### src/rtl/router_pkt_tx.sv
// Packet source for the 1x3 router: buffers a payload, then sends header, payload and parity bytes.
// Latency: header on tx_data one cycle after the last payload write; one byte per cycle when not stalled.
// Backpressure: busy=1 holds pkt_valid/tx_data; pl_ready=1 only while loading the payload buffer.
module router_pkt_tx #(
  parameter int CHECK_CYCLES = 3
) (
  input  logic       clock,
  input  logic       reset,
  input  logic       start,
  input  logic [1:0] addr,
  input  logic [5:0] len,
  input  logic       corrupt_parity,
  input  logic [7:0] pl_data,
  input  logic       pl_valid,
  output logic       pl_ready,
  input  logic       busy,
  input  logic       err,
  output logic       pkt_valid,
  output logic [7:0] tx_data,
  output logic       idle,
  output logic       done,
  output logic       pkt_err
);

  typedef enum logic [2:0] {
    S_IDLE,
    S_LOAD,
    S_HEADER,
    S_PAYLOAD,
    S_PARITY,
    S_CHECK
  } state_t;

  localparam logic [3:0] CHK_LAST = 4'(CHECK_CYCLES - 1);

  state_t     state, state_nxt;
  logic [1:0] addr_q, addr_nxt;
  logic [5:0] len_q, len_nxt;
  logic       corrupt_q, corrupt_nxt;
  logic [5:0] wr_cnt, wr_nxt;
  logic [5:0] rd_cnt, rd_nxt;
  logic [7:0] parity, parity_nxt;
  logic [3:0] chk_cnt, chk_nxt;
  logic       mem_we;

  logic       pl_ready_nxt, pkt_valid_nxt, idle_nxt, done_nxt, pkt_err_nxt;
  logic [7:0] tx_data_nxt;

  logic [7:0] mem [64];
  logic [5:0] len_last;
  logic [5:0] rd_inc;

  assign len_last = len_q - 6'd1;
  assign rd_inc   = rd_cnt + 6'd1;

  // Payload buffer write port; contents need no reset since counters gate every read.
  always_ff @(posedge clock) begin
    if (mem_we) begin
      mem[wr_cnt] <= pl_data;
    end
  end

  // State, counters, parity and all registered outputs.
  always_ff @(posedge clock) begin
    if (reset) begin
      state     <= S_IDLE;
      addr_q    <= 2'd0;
      len_q     <= 6'd0;
      corrupt_q <= 1'b0;
      wr_cnt    <= 6'd0;
      rd_cnt    <= 6'd0;
      parity    <= 8'd0;
      chk_cnt   <= 4'd0;
      pl_ready  <= 1'b0;
      pkt_valid <= 1'b0;
      tx_data   <= 8'd0;
      idle      <= 1'b1;
      done      <= 1'b0;
      pkt_err   <= 1'b0;
    end else begin
      state     <= state_nxt;
      addr_q    <= addr_nxt;
      len_q     <= len_nxt;
      corrupt_q <= corrupt_nxt;
      wr_cnt    <= wr_nxt;
      rd_cnt    <= rd_nxt;
      parity    <= parity_nxt;
      chk_cnt   <= chk_nxt;
      pl_ready  <= pl_ready_nxt;
      pkt_valid <= pkt_valid_nxt;
      tx_data   <= tx_data_nxt;
      idle      <= idle_nxt;
      done      <= done_nxt;
      pkt_err   <= pkt_err_nxt;
    end
  end

  // Next state plus next output values, so every output comes straight from a flop.
  always_comb begin
    state_nxt     = state;
    addr_nxt      = addr_q;
    len_nxt       = len_q;
    corrupt_nxt   = corrupt_q;
    wr_nxt        = wr_cnt;
    rd_nxt        = rd_cnt;
    parity_nxt    = parity;
    chk_nxt       = chk_cnt;
    mem_we        = 1'b0;
    pl_ready_nxt  = pl_ready;
    pkt_valid_nxt = pkt_valid;
    tx_data_nxt   = tx_data;
    idle_nxt      = idle;
    done_nxt      = 1'b0;
    pkt_err_nxt   = pkt_err;

    case (state)
      S_IDLE: begin
        // A zero-length request is dropped without leaving IDLE.
        if (start && (len != 6'd0)) begin
          addr_nxt     = addr;
          len_nxt      = len;
          corrupt_nxt  = corrupt_parity;
          parity_nxt   = {len, addr};
          wr_nxt       = 6'd0;
          rd_nxt       = 6'd0;
          state_nxt    = S_LOAD;
          pl_ready_nxt = 1'b1;
          idle_nxt     = 1'b0;
        end
      end
      S_LOAD: begin
        if (pl_valid) begin
          mem_we     = 1'b1;
          parity_nxt = parity ^ pl_data;
          wr_nxt     = wr_cnt + 6'd1;
          if (wr_cnt == len_last) begin
            state_nxt     = S_HEADER;
            pl_ready_nxt  = 1'b0;
            pkt_valid_nxt = 1'b1;
            tx_data_nxt   = {len_q, addr_q};
          end
        end
      end
      S_HEADER: begin
        if (!busy) begin
          state_nxt   = S_PAYLOAD;
          tx_data_nxt = mem[rd_cnt];
        end
      end
      S_PAYLOAD: begin
        if (!busy) begin
          rd_nxt = rd_inc;
          if (rd_cnt == len_last) begin
            // Parity goes out with pkt_valid low, which is how the router recognises it.
            state_nxt     = S_PARITY;
            pkt_valid_nxt = 1'b0;
            tx_data_nxt   = parity ^ {8{corrupt_q}};
          end else begin
            tx_data_nxt = mem[rd_inc];
          end
        end
      end
      S_PARITY: begin
        if (!busy) begin
          state_nxt   = S_CHECK;
          tx_data_nxt = 8'd0;
          chk_nxt     = 4'd0;
        end
      end
      S_CHECK: begin
        // Give the router time to settle err before sampling it.
        if (chk_cnt == CHK_LAST) begin
          state_nxt   = S_IDLE;
          idle_nxt    = 1'b1;
          done_nxt    = 1'b1;
          pkt_err_nxt = err;
        end else begin
          chk_nxt = chk_cnt + 4'd1;
        end
      end
      default: begin
        state_nxt = S_IDLE;
      end
    endcase
  end

endmodule

### config.mk
export PLATFORM = sky130hd
export DESIGN_NAME = router_pkt_tx
export DESIGN_NICKNAME = d
export VERILOG_FILES = /design/src/rtl/router_pkt_tx.sv
export SDC_FILE = /design/constraint.sdc
export NUM_CORES = 1
export LEC_CHECK = 0
export ABC_AREA = 1
export ABC_CLOCK_PERIOD_IN_PS = 1940
export BUFFER_PORTS_ARGS = -buffer_cell sky130_fd_sc_hd__buf_2
export CAP_MARGIN = 20
export CORE_MARGIN = 4
export CORE_UTILIZATION = 43
export CTS_BUF_LIST = sky130_fd_sc_hd__clkbuf_8 sky130_fd_sc_hd__clkbuf_16
export CTS_CLUSTER_DIAMETER = 150
export CTS_CLUSTER_SIZE = 24
export DETAILED_ROUTE_END_ITERATION = 10
export HOLD_SLACK_MARGIN = 0.1
export RECOVER_POWER = 25
export SLEW_MARGIN = 10
export SYNTH_ARGS = -nofsm -noshare
export SYNTH_HDL_FRONTEND = slang
export SYNTH_SLANG_ARGS = --single-unit
export TNS_END_PERCENT = 1
### constraint.sdc
create_clock -name clock -period 1.94 [get_ports clock]
set_input_delay 0.097 -clock clock [delete_from_list [all_inputs] [get_ports clock]]
set_output_delay 0.097 -clock clock [all_outputs]
set_load 0.005 [all_outputs]
Word level (Yosys, flattened, before mapping)
Memories as Yosys holds them, arrays and structs flattened. A register that Yosys moved wholly into a read port is not among the register bits.
Index checks and enable logic that the tools add are counted.
Cells by class
  $add $sub $neg: 4
  multiply operators: 0
  div/mod/pow operators: 0
  magnitude comparators: 0
  equality and inequality tests: 17
  shift-type cells: 0
  mux-type cells: 46
  bitwise logic cells: 3
  reduce and logical (&&, ||, !) cells: 20
Operators by type and width (number)
  two-way mux 8 bit: 8
  one-hot mux 8 bit (4 select lines): 1
  two-way mux 6 bit: 5
  two-way mux 3 bit: 8
  one-hot mux 6 bit (2 select lines): 2
  != test 2 bit (second input constant): 9
  one-hot mux 3 bit (6 select lines): 1
  one-hot mux 8 bit (2 select lines): 1
  XOR 8 bit: 2
  two-way mux 1 bit: 14
  adder 6 x 1 -> 6 bit (second input constant): 2
  == test 6 bit: 2
  AND reduction 3 bit: 4
  nonzero test 2 bit: 5
  two-way mux 4 bit: 2
  one-hot mux 4 bit (2 select lines): 1
  AND reduction 8 bit: 1
  == test 3 x 2 -> 1 bit (second input constant): 2
  == test 3 bit (second input constant): 2
  one-hot mux 1 bit (2 select lines): 3
  AND reduction 6 bit: 1
  nonzero test 6 bit: 1
  subtractor 6 x 1 -> 6 bit (second input constant): 1
  AND reduction 5 bit: 1
  other kinds (10): 11
Storage, ports and cells
  register bits: 49
  bits in latches: 0
  RAM bits: 512
  bits in read-only memories: 0
  input bits: 23
  logic and storage cells: 105
  memories: 1
Memories
  mem: depth 64, bits a word 8, rd ports 2, clocked after memory_dff 1, write ports 1, line 49  | logic [7:0] mem [64];

Depth between registers and ports, before layout
Gate-level depths: netlist of the first run.
  word-level depth: 6
  mapped depth: 16
  gate-level depth less buffers: 16

Worst setup path before layout of the first run
No wires, ideal clock.
  kind: flip-flop to flip-flop
  start point: register rd_cnt[1]
  end point: register tx_data[4]
  library setup time: 0.109 ns
  data arrival time: 1.932 ns
  required time: 1.831 ns
  setup slack: -0.100 ns
  cell stages (with the launch flop): 14
  buffers on the path: 2
  cells stage by stage: dfxtp_1 -> ha_1 -> inv_1 -> clkbuf_1 -> clkbuf_1 -> nand3_1 -> nand3_1 -> nand3_1 -> nand3_1 -> nand3_1 -> nand3_1 -> nand3_1 -> nand2_1 -> inv_1
Between the ends
  word-level cells in the longest chain between the ends: 5
  elaborated cells on any way between the ends: 6
  those cells by class: add/sub (1); eq/ne (1); mux (3); memory (1)
RTL lines
  from (decl): line 41  | logic [5:0] rd_cnt, rd_nxt;
  from (signal assigned): line 86  | rd_cnt <= rd_nxt;
  adder 6 x 1 -> 6 bit: line 54  | assign rd_inc = rd_cnt + 6'd1;
  memory read (64 x 8 bit)
  two-way mux 8 bit *: line 153  | if (rd_cnt == len_last) begin
  two-way mux 8 bit *: line 151  | if (!busy) begin
  one-hot mux 8 bit (4 select lines) *: line 116  | case (state)
  to (signal assigned): line 91  | tx_data <= tx_data_nxt;
  to (decl): line 19  | output logic [7:0] tx_data,
Mark *: on every way between the ends. The rest lies on a longest branch, timed or not. The select of a mux whose other input is x is not followed.
A chain may end at the register's enable or synchronous reset.

Worst setup path in the final report of the first run
  start point: register rd_cnt[0]
  end point: register tx_data[7]
The elaborated chain is that of the path after synthesis.

==> results of run 1 <==
[cell usage in the layout (no fill, tap or decap), types with 8 or more instances in the layout]
cell type      netlist  layout
a21oi_1            168     140
a21oi_2              0      26
buf_12               0      66
buf_16               0      12
buf_2              107      27
buf_4                9     201
buf_6               13      28
clkbuf_1            82      14
clkbuf_16            0      47
dfxtp_1             55      47
dlygate4sd3_1        0      22
edfxtp_1           512     512
inv_1              251     269
inv_2               12       8
nand2_1            863     853
nand2_2              3      11
nand3_1            667     533
nand3_2              1     118
nand3_4              0      17
nor2_1             367     346
nor2_2               4      16
nor2_4               2      11
o211ai_1            56      56
o21ai_0            213     165
o21ai_1              2      49
xnor2_1             10      10
[worst paths after layout]
check	from	to	slack (ns)	cells after the start
worst min register to register	idle	idle	0.46	2
worst max register to register	rd_cnt[0]	tx_data[7]	-0.21	15
worst max-delay path	rd_cnt[0]	tx_data[7]	-0.21	15
worst min-delay path	err	pkt_err	0.25	4
[critical path, stage by stage (launching register included)]
cell	delay, ns
dfxtp_4	0.38
ha_4	0.16
nand2_1	0.07
inv_2	0.05
nor2_4	0.18
buf_4	0.16
buf_12	0.16
buf_12	0.14
nand3_1	0.09
nand3_1	0.13
nand3_2	0.12
nand3_2	0.11
nand2_2	0.07
a21oi_1	0.13
nor2_1	0.05
nor2_1	0.08
[report_power, final]
group | internal [uW] | switching, uW | leakage (uW) | total (uW)
logic | 2340 | 3980 | 0.00847 | 6320
clock network | 2560 | 3990 | 0.000451 | 6550
registers | 13600 | 269 | 0.00505 | 13900
[metrics by stage]
| stage | setup WS (ns) | TNS (ns) | total power (uW) | instances |
|---|---|---|---|---|
| after global routing | -0.247 | -2.67 | 27800 | 4546 |
| after CTS | -0.199 | -2.00 | 26000 | 4506 |
| after floorplan | -0.0913 | -25.64 | 17200 | 3449 |
| after detailed placement | -0.389 | -4.88 | 19400 | 4423 |
| final | -0.209 | -1.45 | 26700 | 4546 |
| after global placement | -0.352 | -6.51 | 19400 | 4423 |
[timing repair]
item                       4_1_cts  5_1_grt
hold endpoints to repair       198        0
buffers inserted                 7       20
hold buffers                    22        0
setup endpoints to repair      177      546
resized for setup               80      285
gates cloned                     5       22
pin swaps                       10       85
[synthesized netlist by cell type]
cell	number	area share (%)
nand4_4	1	0.072
clkbuf_1	82	1.0
xor2_1	6	0.18
nor2_1	367	4.7
nand3_2	1	0.034
dfxtp_1	55	3.7
inv_2	12	0.15
xnor2_1	10	0.30
o21a_1	1	0.026
nand2_2	3	0.064
nor3_4	1	0.055
nand4_1	2	0.043
buf_1	17	0.22
nand3_1	667	11
nor3b_1	1	0.026
xor2_2	1	0.055
buf_6	13	0.50
buf_2	107	1.8
nor2_4	2	0.077
a21oi_1	168	2.9
o21ai_0	213	3.6
a221oi_1	6	0.18
nor3_1	5	0.085
nand2_4	1	0.038
ha_1	5	0.21
nor2_2	4	0.085
a31oi_1	1	0.021
xor2_4	1	0.094
a211oi_1	3	0.077
buf_4	9	0.23
o211ai_1	56	1.4
nand2_1	863	11
edfxtp_1	512	52
o21ai_1	2	0.034
inv_1	251	3.2
[area by class of cell]
class / instances / area [um2]
Clock buffer: 27 / 676
Fill cell: 6095 / 31600
Multi-Input combinational cell: 2391 / 11900
Timing Repair Buffer: 401 / 4500
Inverter: 263 / 1030
Clock inverter: 22 / 90.1
Timing Repair inverter: 2 / 22.5
Sequential cell: 567 / 16500
Tap cell: 873 / 1090
[cells by family (layout without fill, tap and decap cells)]
logic type      Yosys count  in the layout  share of synthesized area (%)
xor+xnor                 18             18                          0.626
buf+inv                 491            715                           7.18
simple gates           1918           1918                           27.7
compound gates          450            450                           8.26
flops                   567            567                           56.1
fa+ha+maj                 5              5                          0.213
[state kept, by name, indices dropped and copies added (netlist names), named ones only]
register and count:
tx_data 8, corrupt_q 1, pkt_valid 1, pl_ready 1, len_q 6, done 1
chk_cnt 4, mem 512, idle 1, wr_cnt 6, pkt_err 1, addr_q 2
parity 8, rd_cnt 6, state 3
[routing by layer]
metal  GRT usage [%]  part of all wire (%)  vias up
li1                -                     -    12080
met1            37.1                    40    12366
met2            43.7                    47     1414
met3            2.79                   9.7      207
met4            9.50                   4.0        2
met5               0                0.0076        -
==> summary.txt, run 1 <==
final slew viol count = 75
status = finished, violations left
# diodes = 0
final period utilization = 111%
Worst Hold Slack = 0.250 ns
clock tree from TritonCTS = built
DIE HEIGHT = 269 um
share of layout cells above drive strength 1 = 17.2%
syn_area_per_cell = 8.52 um2
syn_nets = 3477
maxcap violations = 3
H-tree depth = 1
fin util = 53.1%
Core ar. = 67400 um2
setup violators final = 11
fin area = 35800 um2
required time worst endpoint = 2.50 ns
via count = 26069
row count = 95
Cells after Synth = 3449
Period minus WS final = 2.15 ns
routed wire length = 105 mm
CP Max Fanout = 11
initial drt markers = 3236
Seq cells post-synth = 567
CTS clk-pin slew, worst paths = 0.10 ns
actual slew at the worst max-slew pin = 1.62 ns
GRT overflow = 0
maximum vdd drop = 0.000744 V
count of antenna-violating nets left after detailed routing = 0
largest net degree at the start of global routing = 66
root buffer cell = clkbuf_16
CP Data Arrival Time = 2.71 ns
Area Growth Syn to Fin = 21.8%
HPWL after detailed placement = 66.6 mm
Worst-Skew Late Latency = 0.62 ns
Via-to-Cell Ratio = 5.73
Cell variety after synth = 35
Synth warnings = 0
# nets final = 3681
routability cong. = 0.922
CTS sink count = 567
initial antenna violation count = 1
synthesized area = 29400 um2
min setup slack post-route = -0.209 ns
Post-route DRC = 0
Clock Skews = 0.0220 ns
post-synthesis sequential area ratio = 56.1%
vias in the first global route = 23935
Critical Path Sink Type = flip-flop
number of port buffers = 35
failing checks = max-capacitance violations, max-slew violations, negative setup slack
Die Wd = 269 um
Pre-antenna DRT Iters = 7
dpl cell area = 32600 um2
io pins = 36
PwrDens = 747 nW/um2
gr usage total = 26.7%
CTS max path bufs = 3
Pleak = 0.0140 uW
drt wl/cell = 23.2 um
Die ar. = 72600 um2
Slew HR = -8.05%
Peak Freq = 465 MHz
Worst Setup Start Kind = flip-flop
final hold vios = 0
Num CTS Buffers = 27
RSZ-0062 raised after global routing = yes
classification of the worst setup path = reg -> reg
Worst Hold Class = in -> reg
first-pass GRT wire length = 150 mm
Starting Density = 43.6%
(Power assumes the default switching activity.)
==> run 2, diff against run 1 <==
Settings changed: ABC_AREA 1 to default, ABC_CLOCK_PERIOD_IN_PS 1940 to 2400, SKIP_LAST_GASP from default to 1.
Clock period 1.94 ns to 2.4 ns, I/O delays scaled along.
==> run 2 against run 1 <==
  * The run still ends with max-capacitance violations, max-slew violations, negative setup slack left
  * Clock power down 20%
  * Die area down 6.1%
  * Sequential share of layout area up 3.9 points
  * Cell area down 7.8%
  * Wire length down 15%
  * Clock skew up 0.019 ns
  * Critical path depth down 6
  * Final cell count down 34%
  * Hold slack better by 0.038 ns
  * Sequential power down 22%
  * Synthesized cell count down 48%
  * First-iteration DRC count down 30%
  * Critical endpoint is now tx_data[2]
  * Largest cell class unchanged
==> summary.txt, run 2 <==
fin util = 52.2% (-0.87 points)
Buf+Inv Stages, Crit Path = 3 (-1)
failing checks = max-capacitance violations, max-slew violations, negative setup slack
syn_nets = 1808 (-48%)
number of flip-flops under the largest register name = 512 (unchanged)
Cells after Synth = 1780 (-48%)
GRT overflow = 0 (unchanged)
DIE HEIGHT = 261 um (-3.1%)
Synth warnings = 0 (unchanged)
min setup slack post-route = -0.231 ns (-0.0215 ns)
Cell variety after synth = 79 (+130%)
synthesized area = 27500 um2 (-6.3%)
worst slack, placed = -0.383 ns (+0.00581 ns)
Hold Crit Start = corrupt_parity
number of synthesized flops with an enable pin = 512 (unchanged)
CP peak stage delay = 0.57 ns (+0.19 ns)
Die Wd = 261 um (-3.1%)
gr usage total = 25.8% (-0.85 points)
# nets final = 2142 (-42%)
classification of the worst setup path = reg -> reg
Setup TNS Final = -3.59 ns (-2.14 ns)
status = finished, violations left
cell depth of the worst setup path = 9 (-6)
most frequent cell after synthesis = edfxtp_1
maximum vdd drop = 0.000502 V (-32%)
initial drt markers = 2274 (-30%)
CP Data Arrival Time = 3.15 ns (+0.44 ns)
initial antenna violation count = 4 (+3)
area leader, netlist = edfxtp_1
routed wire length = 90.1 mm (-15%)
maxcap violations = 4 (+1)
Peak Freq = 380 MHz (-18%)
Largest regs = mem (512), parity (8), tx_data (8)
commonest non-fill, non-tap cell in the layout = edfxtp_1
Top delay family on crit path = multiplexers
RR Endpoint = tx_data[2]
share of layout cells above drive strength 1 = 34.4% (+17 points)
row count = 92 (-3.2%)
Clock Skews = 0.0414 ns (+0.0194 ns)
# diodes = 0 (unchanged)
Core ar. = 63200 um2 (-6.2%)
Via-to-Cell Ratio = 6.32 (+10%)
Worst Setup Start Kind = flip-flop
final slew viol count = 131 (+75%)
count of antenna-violating nets left after detailed routing = 0 (unchanged)
HPWL after detailed placement = 64.5 mm (-3.1%)
worst-path cell chain = ha_4 -> buf_4 -> buf_12 -> buf_6 -> mux4_2 -> mux4_2 -> nand2_2 -> a31oi_1 -> a22o_1
most frequent cells after synthesis = edfxtp_1, mux4_2, mux2i_1
first-pass GRT wire length = 129 mm (-14%)
setup violators final = 52 (+41)
largest cells by area after synthesis = edfxtp_1, mux4_2, mux2i_1
slowest cell on the critical path = mux4_2
final period utilization = 110% (-1.2 points)
Largest Register = mem
top cell type's share of synthesized area = 55.9% (+3.5 points)
Post-route DRC = 0 (unchanged)
Worst Hold Class = in -> reg
FF-to-FF path depth = 9 (-6)
syn_area_per_cell = 15.5 um2 (+82%)
Period minus WS final = 2.63 ns (+0.481 ns)
Slew HR = -13.6% (-5.6 points)
Die ar. = 68100 um2 (-6.1%)
Main synth FF type = edfxtp_1
critical path launch point = rd_cnt[0]
Seq cells post-synth = 567 (unchanged)
io pins = 36 (unchanged)
PwrDens = 506 nW/um2 (-32%)
post-synthesis sequential area ratio = 59.9% (+3.8 points)
asr flop ratio synth = 0% (unchanged)
commonest cells after routing, fill and taps aside = edfxtp_1, buf_4, mux4_2
Worst-Skew Late Latency = 0.63 ns (about the same)
Area Growth Syn to Fin = 20.0%
H-tree depth = 1 (unchanged)
via count = 18853 (-28%)
largest net degree at the start of global routing = 49 (-26%)
Pleak = 0.0105 uW (-25%)
RR Startpoint = rd_cnt[0]
CTS clk-pin slew, worst paths = 0.11 ns (about the same)
Pre-antenna DRT Iters = 5 (-2)
root buffer cell = clkbuf_16
vias in the first global route = 18109 (-24%)
actual slew at the worst max-slew pin = 1.70 ns (+0.0834 ns)
Starting Density = 43.6% (-0.045 points)
Worst Hold Slack = 0.288 ns (+0.0384 ns)
Num CTS Buffers = 27 (unchanged)
CTS sink count = 567 (unchanged)
R2R Setup Slk = -0.23 ns (-0.02 ns)
clock tree from TritonCTS = built
CTS max path bufs = 3 (unchanged)
RSZ-0062 raised after global routing = yes
number of port buffers = 35 (unchanged)
drt wl/cell = 30.2 um (+30%)
crit-path most repeated cell = mux4_2
CP Max Fanout = 8 (-3)
routability cong. = 0.995 (+7.8%)
crit path to = tx_data[2]
final hold vios = 0 (unchanged)
required time worst endpoint = 2.92 ns (+0.42 ns)
Critical Path Sink Type = flip-flop
run 2: cell families after synthesis:
family                     count (synthesis)  share of synthesized area (%)
AOI/OAI and AO/OA                        277                           7.18
xor gates and xnor gates                  28                           1.06
adders and majority gates                  5                          0.227
buffers and inverters                    152                           3.16
DFF                                      567                           59.9
muxes                                    347                           21.5
and+or+nand+nor                          404                           7.05
run 2: how the worst min path moves through the flow:
stage	endpoint	slack [ns]	cells after the start
floorplan	mem[0][0]	0.22	0
finish	corrupt_q	0.29	4
global route	corrupt_q	0.31	4
detailed placement	corrupt_q	0.37	3
global placement	pkt_err	0.35	3
CTS	corrupt_q	0.27	4
run 2: final cells by class:
cell class                 count  area, um2
clock buffer                  27        676
clock inverter                23       98.8
fill                        5167      30200
inverter                      16       62.6
multi-input combinational   1061      10600
sequential                   567      16500
tap                          846       1060
timing repair buffer         441       4010
run 2: what timing repair did:
item                                    in CTS  in global routing
hold buffers                                24                  0
pin swaps                                    1                 15
endpoints found under the hold margin      223                  0
endpoints found under the setup margin      50                348
buffers inserted                             8                 34
gates cloned                                 0                  6
gates resized for setup                      4                101
run 2: worst register-to-register path: cells and delay by family (launching register included):
kind	cells	cell delay, ns
flops	1	0.39
simple gates	1	0.12
buf+inv	3	0.42
mux	2	0.92
fa+ha+maj	1	0.34
compound gates	2	0.34
run 2: routing by layer:
metal	GRT usage [%]	part of all wire (%)
met1	37.7	41
met2	39.6	45
met3	4.96	9.8
met4	8.01	4.0
met5	0	0.014
run 2: metrics by stage:
step | instances | instance area (um2) | total power [uW]
3_3_place_gp | 2860 | 31100 | 11600
4_1_cts | 2942 | 32200 | 16800
5_1_grt | 2981 | 33000 | 17200
6_report | 2981 | 33000 | 16700
2_1_floorplan | 1780 | 27600 | 11300
3_5_place_dp | 2860 | 31100 | 11600
run 2: report_power, final:
| part | switching (uW) | total, uW | internal, uW |
|---|---|---|---|
| clock | 3170 | 5240 | 2080 |
| combinational | 421 | 648 | 227 |
| sequential | 35.0 | 10800 | 10800 |
